==> src/rtl/anim_pkg.sv <==
// Shared types and constants for the animation front-end: speed code range
// and the Q1.2 fractional width used by the offset accumulator.
package anim_pkg;

  typedef logic [2:0] speed_t;

  localparam speed_t SPEED_MIN   = 3'd1;
  localparam speed_t SPEED_MAX   = 3'd6;
  localparam speed_t SPEED_RESET = 3'd1;

  localparam int FRAC_BITS = 2;

  // Opposing requests in the same cycle cancel; otherwise step once and saturate.
  function automatic speed_t next_speed(input speed_t cur, input logic faster, input logic slower);
    speed_t nxt;
    nxt = cur;
    if (faster && !slower && (cur < SPEED_MAX)) begin
      nxt = cur + 3'd1;
    end else if (slower && !faster && (cur > SPEED_MIN)) begin
      nxt = cur - 3'd1;
    end
    return nxt;
  endfunction

endpackage

==> src/rtl/button_debouncer.sv <==
// Two-flop synchroniser plus stability counter for one raw button; emits a
// single-cycle press event on each accepted 0->1 change of the debounced level.
module button_debouncer #(
  parameter int DEBOUNCE_CYCLES = 250000
) (
  input  logic clk,
  input  logic rst,
  input  logic btn_raw,
  output logic press
);

  localparam int CNT_W = (DEBOUNCE_CYCLES > 1) ? $clog2(DEBOUNCE_CYCLES) : 1;
  localparam logic [CNT_W-1:0] CNT_LAST = CNT_W'(DEBOUNCE_CYCLES - 1);

  logic             sync1_q, sync1_d;
  logic             sync2_q, sync2_d;
  logic             level_q, level_d;
  logic             press_q, press_d;
  logic [CNT_W-1:0] cnt_q,   cnt_d;

  // Any disagreement that does not persist for the full window restarts the count.
  always_comb begin
    sync1_d = btn_raw;
    sync2_d = sync1_q;
    level_d = level_q;
    cnt_d   = cnt_q;
    press_d = 1'b0;
    if (sync2_q == level_q) begin
      cnt_d = '0;
    end else if (cnt_q == CNT_LAST) begin
      level_d = sync2_q;
      cnt_d   = '0;
      press_d = sync2_q;
    end else begin
      cnt_d = cnt_q + 1'b1;
    end
  end

  always_ff @(posedge clk or posedge rst) begin
    if (rst) begin
      sync1_q <= 1'b0;
      sync2_q <= 1'b0;
      level_q <= 1'b0;
      press_q <= 1'b0;
      cnt_q   <= '0;
    end else begin
      sync1_q <= sync1_d;
      sync2_q <= sync2_d;
      level_q <= level_d;
      press_q <= press_d;
      cnt_q   <= cnt_d;
    end
  end

  assign press = press_q;

endmodule

==> src/rtl/animation_sequencer.sv <==
// Button front-end for speed_controller and per-frame offset accumulator:
// turns debounced presses into speed/pause/resume, advances offset on vsync.
module animation_sequencer
  import anim_pkg::*;
#(
  parameter int DEBOUNCE_CYCLES = 250000,
  parameter int OFFSET_WIDTH    = 10,
  parameter int OFFSET_PERIOD   = 640
) (
  input  logic                    clk,
  input  logic                    rst,
  input  logic                    btn_pause,
  input  logic                    btn_faster,
  input  logic                    btn_slower,
  input  logic                    vsync,
  input  logic [2:0]              step_size,
  input  logic                    paused,
  output logic [2:0]              speed,
  output logic                    pause,
  output logic                    resume,
  output logic                    frame_tick,
  output logic [OFFSET_WIDTH-1:0] offset,
  output logic [FRAC_BITS-1:0]    offset_frac
);

  localparam int INT_W = OFFSET_WIDTH + 1;
  localparam int ACC_W = INT_W + FRAC_BITS;
  localparam logic [INT_W-1:0] PERIOD_EXT = INT_W'(OFFSET_PERIOD);

  logic pause_evt, faster_evt, slower_evt;

  button_debouncer #(.DEBOUNCE_CYCLES(DEBOUNCE_CYCLES)) u_pause_db (
    .clk     (clk),
    .rst     (rst),
    .btn_raw (btn_pause),
    .press   (pause_evt)
  );

  button_debouncer #(.DEBOUNCE_CYCLES(DEBOUNCE_CYCLES)) u_faster_db (
    .clk     (clk),
    .rst     (rst),
    .btn_raw (btn_faster),
    .press   (faster_evt)
  );

  button_debouncer #(.DEBOUNCE_CYCLES(DEBOUNCE_CYCLES)) u_slower_db (
    .clk     (clk),
    .rst     (rst),
    .btn_raw (btn_slower),
    .press   (slower_evt)
  );

  logic                    vs_meta_q,  vs_meta_d;
  logic                    vs_sync_q,  vs_sync_d;
  logic                    vs_prev_q,  vs_prev_d;
  speed_t                  speed_q,    speed_d;
  logic                    pause_q,    pause_d;
  logic                    resume_q,   resume_d;
  logic                    tick_q,     tick_d;
  logic [OFFSET_WIDTH-1:0] offset_q,   offset_d;
  logic [FRAC_BITS-1:0]    frac_q,     frac_d;

  logic                    vsync_rise;
  logic [ACC_W-1:0]        acc_sum;
  logic [INT_W-1:0]        sum_int;

  assign vsync_rise = vs_sync_q & ~vs_prev_q;
  assign acc_sum    = {1'b0, offset_q, frac_q} + {{(ACC_W-3){1'b0}}, step_size};
  assign sum_int    = acc_sum[ACC_W-1:FRAC_BITS];

  // Step is at most 1.5 px, so a single conditional subtract keeps the offset in range.
  always_comb begin
    vs_meta_d = vsync;
    vs_sync_d = vs_meta_q;
    vs_prev_d = vs_sync_q;
    speed_d   = next_speed(speed_q, faster_evt, slower_evt);
    pause_d   = pause_evt & ~paused;
    resume_d  = pause_evt & paused;
    tick_d    = 1'b0;
    offset_d  = offset_q;
    frac_d    = frac_q;
    if (vsync_rise && !paused) begin
      tick_d = 1'b1;
      frac_d = acc_sum[FRAC_BITS-1:0];
      if (sum_int >= PERIOD_EXT) begin
        offset_d = OFFSET_WIDTH'(sum_int - PERIOD_EXT);
      end else begin
        offset_d = OFFSET_WIDTH'(sum_int);
      end
    end
  end

  always_ff @(posedge clk or posedge rst) begin
    if (rst) begin
      vs_meta_q <= 1'b0;
      vs_sync_q <= 1'b0;
      vs_prev_q <= 1'b0;
      speed_q   <= SPEED_RESET;
      pause_q   <= 1'b0;
      resume_q  <= 1'b0;
      tick_q    <= 1'b0;
      offset_q  <= '0;
      frac_q    <= '0;
    end else begin
      vs_meta_q <= vs_meta_d;
      vs_sync_q <= vs_sync_d;
      vs_prev_q <= vs_prev_d;
      speed_q   <= speed_d;
      pause_q   <= pause_d;
      resume_q  <= resume_d;
      tick_q    <= tick_d;
      offset_q  <= offset_d;
      frac_q    <= frac_d;
    end
  end

  assign speed       = speed_q;
  assign pause       = pause_q;
  assign resume      = resume_q;
  assign frame_tick  = tick_q;
  assign offset      = offset_q;
  assign offset_frac = frac_q;

endmodule

==> config.mk <==
export PLATFORM = sky130hd
export DESIGN_NAME = animation_sequencer
export DESIGN_NICKNAME = d
export VERILOG_FILES = /design/src/rtl/anim_pkg.sv /design/src/rtl/button_debouncer.sv /design/src/rtl/animation_sequencer.sv
export SDC_FILE = /design/constraint.sdc
export NUM_CORES = 1
export LEC_CHECK = 0
export BUFFER_PORTS_ARGS = -buffer_cell sky130_fd_sc_hd__clkbuf_2
export CELL_PAD_IN_SITES_DETAIL_PLACEMENT = 0
export CELL_PAD_IN_SITES_GLOBAL_PLACEMENT = 1
export CORE_ASPECT_RATIO = 0.6
export CORE_MARGIN = 5
export CORE_UTILIZATION = 47
export CTS_CLUSTER_SIZE = 40
export DETAILED_ROUTE_END_ITERATION = 6
export MAX_ROUTING_LAYER = met4
export PLACE_DENSITY = 0.86
export SLEW_MARGIN = 20
export SYNTH_ARGS = -nofsm -noshare
export SYNTH_HDL_FRONTEND = slang
export SYNTH_SLANG_ARGS = --single-unit
==> constraint.sdc <==
create_clock -name clk -period 4.25 [get_ports clk]
set_clock_uncertainty 0.2 [all_clocks]
set_input_delay 1.275 -clock clk [delete_from_list [all_inputs] [get_ports clk]]
set_output_delay 1.275 -clock clk [all_outputs]
set_load 0.01 [all_outputs]
Yosys cells after proc, flatten, opt, wreduce, memory -nomap -nowiden --
Index checks and enable logic that the tools add are counted.
Word-level totals: register bits 87, bits in latches 0, memory bits (writable) 0, bits in read-only memories 0, bits of input ports 10, output and inout port bits 18, logic and storage cells 76, memories kept 0
Cells by class: add/subtract/negate cells 7, multiply operators 0, div/mod/pow operators 0, $lt $le $gt $ge 3, equality and inequality tests 6, shift-type cells 0, multiplexer cells 16, bitwise gates (word level) 8, reductions and logical operators 12
Operators with widths (number):
- 18-bit 2-to-1 mux | 6
- 18-bit by 1-bit adder with 18-bit output (second input constant) | 3
- 18-bit equality test (second input constant) | 3
- 12-bit by 3-bit adder with 13-bit output | 1
- 11-bit by 10-bit >= comparator with 1-bit output (second input constant) | 1
- 10-bit 2-to-1 mux | 1
- 10-bit subtractor (second input constant) | 1
- 1-bit 2-to-1 mux | 7
- 3-bit 2-to-1 mux | 2
- 2-bit AND reduction | 3
- 1-bit logical AND | 5
- 1-bit inverter | 5
- 3-bit by 1-bit adder with 3-bit output (second input constant) | 1
- 1-bit bitwise AND | 3
- 1-bit equality test | 3
- 3-bit by 1-bit greater-than comparator with 1-bit output (second input constant) | 1
- 1-bit zero test | 3
- 3-bit less-than comparator (second input constant) | 1
- 3-bit by 1-bit subtractor with 3-bit output (second input constant) | 1
- 2-bit nonzero test | 1

Logic depth before layout (Yosys ltp) --
depth in word-level cells 5, depth in mapped cells 12, depth with buffers taken out 12

Cells and area by module --
A second synthesis with hierarchy kept.
Unflattened totals: cell total of the unflattened synthesis 427, area total of the unflattened synthesis 4400.5 µm²
Modules (own cells, without submodules):
- button_debouncer | instances 3, cells an instance 99, area each 1047.3 µm², sequential area each 550.5 µm²
- animation_sequencer | instances 1, cells an instance 130, area each 1258.7 µm², sequential area each 526.8 µm²

Least setup slack after synthesis --
Ideal clock, no wire load.
path type input to register, start point input step_size[2], end point register offset_q[7] (netlist: offset[7]), setup time 126 ps, arrival time 3473 ps, required time 3924 ps, slack 451 ps, stages 12, path buffers 0, cells stage by stage ha_1 -> a21oi_1 -> nand2_1 -> nand2_1 -> and2_1 -> nor2_1 -> ha_1 -> a211o_1 -> a21oi_1 -> or2_1 -> nor2_1 -> a221o_1
On the way: cells in the longest elaborated chain, start to end 3
Ends and longest elaborated chain:
- start: declaration | RTL line animation_sequencer.sv:16 | input logic [2:0] step_size,
- 12-bit by 3-bit adder with 13-bit output (*) | RTL line animation_sequencer.sv:68 | assign acc_sum = {1'b0, offset_q, frac_q} + {{(ACC_W-3){1'b0}}, step_size};
- 10-bit subtractor or 11-bit by 10-bit >= comparator with 1-bit output (tied branches) | RTL line animation_sequencer.sv:86, animation_sequencer.sv:85
- 10-bit 2-to-1 mux (*) | RTL line animation_sequencer.sv:85 | if (sum_int >= PERIOD_EXT) begin
- end signal: assignment | RTL line animation_sequencer.sv:112 | offset_q <= offset_d;
- end: declaration | RTL line animation_sequencer.sv:60 | logic [OFFSET_WIDTH-1:0] offset_q, offset_d;
Every way passes the cells marked *; elsewhere a longest branch is shown, timed or not. A chain may end at the register's enable or synchronous reset.

Worst setup path in the final report --
Same ends and word-level chain as after synthesis.

==> impl_metrics.env <==
export IMPL_status="complete, no violations"
export IMPL_cts_made_buffers=9
export IMPL_r2r_slack_ns=0.92
export IMPL_drive_gt1_share_pct=11.7
export IMPL_worst_path_buf_inv=1
export IMPL_crit_arrival_ns=3.93
export IMPL_p_per_area_mw_per_mm2=386
export IMPL_end_kind="flop"
export IMPL_rr_worst_depth=12
export IMPL_ir_drop_mv=0.314
export IMPL_required_ns=4.26
export IMPL_clock_root_buffer="clkbuf_16"
export IMPL_setup_viol_count_final=0
export IMPL_clock_sinks=87
export IMPL_synth_edf_count=0
export IMPL_holdPathEnd="u_faster_db.sync2_q$_DFF_PP0_"
export IMPL_start_util_pct=47.6
export IMPL_synth_largest_area_cell="dfrtp_1"
export IMPL_yosysTopAreaCellShare_pct=50.2
export IMPL_dr_first_iter_drc_count=270
export IMPL_slew_violations=0
export IMPL_relSlewSlack_pct=54.2
export IMPL_synth_seq_cells=87
export IMPL_worstHoldPathCells=0
export IMPL_fp_dieH_um=84.0
export IMPL_synthArstFlopShare_pct=100
export IMPL_drc=0
export IMPL_layout_area_overhead_vs_synth_pct=12.3
export IMPL_fin_crit_sh_pct=92.2
export IMPL_max_freq_ghz=0.255
export IMPL_grt_pass1_vias=3095
export IMPL_grt_pass1_wl_um=14700
export IMPL_antenna_found_initial=0
export IMPL_maxCapViolCount=0
export IMPL_clk_pin_slew_ns=0.06
export IMPL_critical_path_class="input pin to flop"
export IMPL_core_area_sq_mm=0.00902
export IMPL_cts_resized=0
export IMPL_via_per_inst=5.35
export IMPL_io_pins=28
export IMPL_vias=3143
export IMPL_reg2reg_from="offset[0]$_DFFE_PP0P_"
export IMPL_worst_slew_pin_transition_ns=0.687
export IMPL_cts_max_level=3
export IMPL_cp_slowest_cell="a221o_1"
export IMPL_routed_wl_um=8310
export IMPL_reg2reg_to="offset[7]$_DFFE_PP0P_"
export IMPL_firstDrtPassIters=5
export IMPL_clk_latency_ns=0.33
export IMPL_grt_overflow=0
export IMPL_crit_path_max_incr_delay_ns=0.36
export IMPL_fp_dieW_um=133
export IMPL_gp_congestion=0.942
export IMPL_portBuffers=27
export IMPL_dpl_hpwl_um=5840
export IMPL_hold_start="u_faster_db.sync1_q$_DFF_PP0_"
export IMPL_period_minus_slack_ns=3.92
export IMPL_cts_tree="built"
export IMPL_num_fill_cells=785
export IMPL_postCtsSetupRepairBufs=0
export IMPL_synthCells=437
export IMPL_layout_nets=487
export IMPL_critPathMaxFanout=5
export IMPL_crit_family="compound AO/OA/AOI/OAI gates"
export IMPL_netlist_area_sq_mm=0.00429
export IMPL_cts_buffer_depth=2
export IMPL_n_antenna_cell=0
export IMPL_tns_ns=0
export IMPL_worst_hold_slack_ns=0.148
export IMPL_fp_row_count=27
export IMPL_ant_nets=0
export IMPL_rsz0062_at_grt="false"
export IMPL_synth_fp_nets=458
export IMPL_wl_per_cell_um=14.2
export IMPL_synth_cell_types=49
export IMPL_die_area_sq_mm=0.0112
export IMPL_cp_cell_sequence="clkbuf_2 > ha_1 > a21oi_1 > nand2_1 > nand2_1 > and2_1 > nor2_1 > ha_1 > a211o_1 > a21oi_1 > or2_1 > nor2_1 > a221o_1"
export IMPL_finalPower_w=0.00186
export IMPL_avgSynthCellArea_sq_um=9.81
export IMPL_yosysWarnings=0
export IMPL_grt_max_degree=52
export IMPL_cp_start_kind="input pin"
export IMPL_synthFlopType="dfrtp_1"
export IMPL_cts_hold_buf=0
export IMPL_finalHoldViolCount=0
export IMPL_leakagePower_nw=2.12
export IMPL_grt_use_total_pct=16.6
export IMPL_hold_class="flop to flop"
export IMPL_ys_seq_area_share_pct=50.8
export IMPL_synth_area_leaders="dfrtp_1 (50%), nor2_1 (6.5%), xnor2_1 (5.9%)"
-- report_power, final --
| part | switching [W] | internal (W) |
|---|---|---|
| sequential | 0.0000652 | 0.000865 |
| clock | 0.000298 | 0.000411 |
| combinational | 0.000133 | 0.0000868 |
-- cells by family (layout without fill, tap and decap cells) --
kind of cell / count (synthesis) / in the layout / synth area share (%)
AND/OR/NAND/NOR: 214 / 214 / 24.5
flip-flops: 87 / 87 / 50.8
XOR/XNOR: 56 / 56 / 11.4
AO/OA/AOI/OAI: 43 / 43 / 6.62
buffers and inverters: 21 / 55 / 2.04
adder cells (fa/ha/maj): 11 / 11 / 3.38
multiplexers: 5 / 5 / 1.25
-- layer usage --
metal / GRT usage (%) / vias up / part of all wire, %
met4: 5.14 / 0 / 1.1
met2: 23.3 / 71 / 43
li1: - / 1554 / -
met1: 23.3 / 1507 / 52
met5: - / - / 0
met3: 4.58 / 11 / 4.5
-- cells in the mapped netlist (2+ instances only) --
library cell and number:
o21ai_0 10, and2_1 4, dfrtp_1 86, xnor2_1 29, a21oi_1 16, buf_4 2, clkbuf_1 8, nand4_1 7
o311ai_0 2, nor2b_1 4, a211oi_1 2, mux2_2 3, or2_2 2, ha_1 10, nand2b_1 3, mux2i_1 2
a21o_1 2, nand2_1 39, xor2_1 27, and3_1 10, o211ai_1 2, nor3_2 2, nor4_1 6, or3_1 4
nor2_1 74, nor4bb_1 3, inv_1 10, nand3_1 34, nor3b_1 7, nor3_1 8
-- worst max-delay path by stage --
stage / from / end / slack, ns / cells past startpoint
after global routing: step_size[2] / offset[7]$_DFFE_PP0P_ / 0.22 / 13
after global placement: step_size[2] / offset[7]$_DFFE_PP0P_ / 0.20 / 13
after detailed placement: step_size[2] / offset[7]$_DFFE_PP0P_ / 0.05 / 13
after CTS: step_size[2] / offset[7]$_DFFE_PP0P_ / 0.39 / 13
final: step_size[2] / offset[7]$_DFFE_PP0P_ / 0.33 / 13
after floorplan: step_size[2] / offset[7]$_DFFE_PP0P_ / 0.45 / 12
-- registers in the layout, indices dropped and copies added, names as in the netlist, 2 cells and up --
| name | flops |
|---|---|
| speed | 3 |
| u_slower_db.cnt_q | 18 |
| offset | 10 |
| u_faster_db.cnt_q | 18 |
| u_pause_db.cnt_q | 18 |
| offset_frac | 2 |
-- stage by stage --
step	cell area [sq um]	cells	setup slack, ns	util, %
after floorplan	4290	437	0.451	-
after global placement	4550	571	0.200	50.4
after detailed placement	4550	571	0.0528	50.4
after CTS	4820	587	0.385	53.4
after global routing	4820	587	0.216	53.4
final	4820	587	0.332	53.4
-- placed cells by master, fill, tap and decap left out, types with 6 or more instances in the layout --
master	instances
clkbuf_16	9
clkbuf_2	27
nor2_1	74
xor2_1	27
a21oi_1	16
o21ai_0	10
dfrtp_1	86
nor4_1	6
nor3_1	8
nand3_1	34
nand4_1	7
xnor2_1	29
nand2_1	39
inv_1	9
nor3b_1	7
ha_1	10
and3_1	10
-- area by class of cell --
| cell class | count | area [sq um] | area share [%] |
|---|---|---|---|
| multi-input cells | 329 | 2020 | 42.0 |
| repair buffers | 29 | 163 | 3.38 |
| inverters | 10 | 38.8 | 0.805 |
| flip-flops and latches | 87 | 2180 | 45.2 |
| well taps | 116 | 145 | 3.01 |
| clock inverters | 3 | 20.0 | 0.415 |
| clock buffers | 13 | 250 | 5.19 |
(Power assumes the default switching activity.)
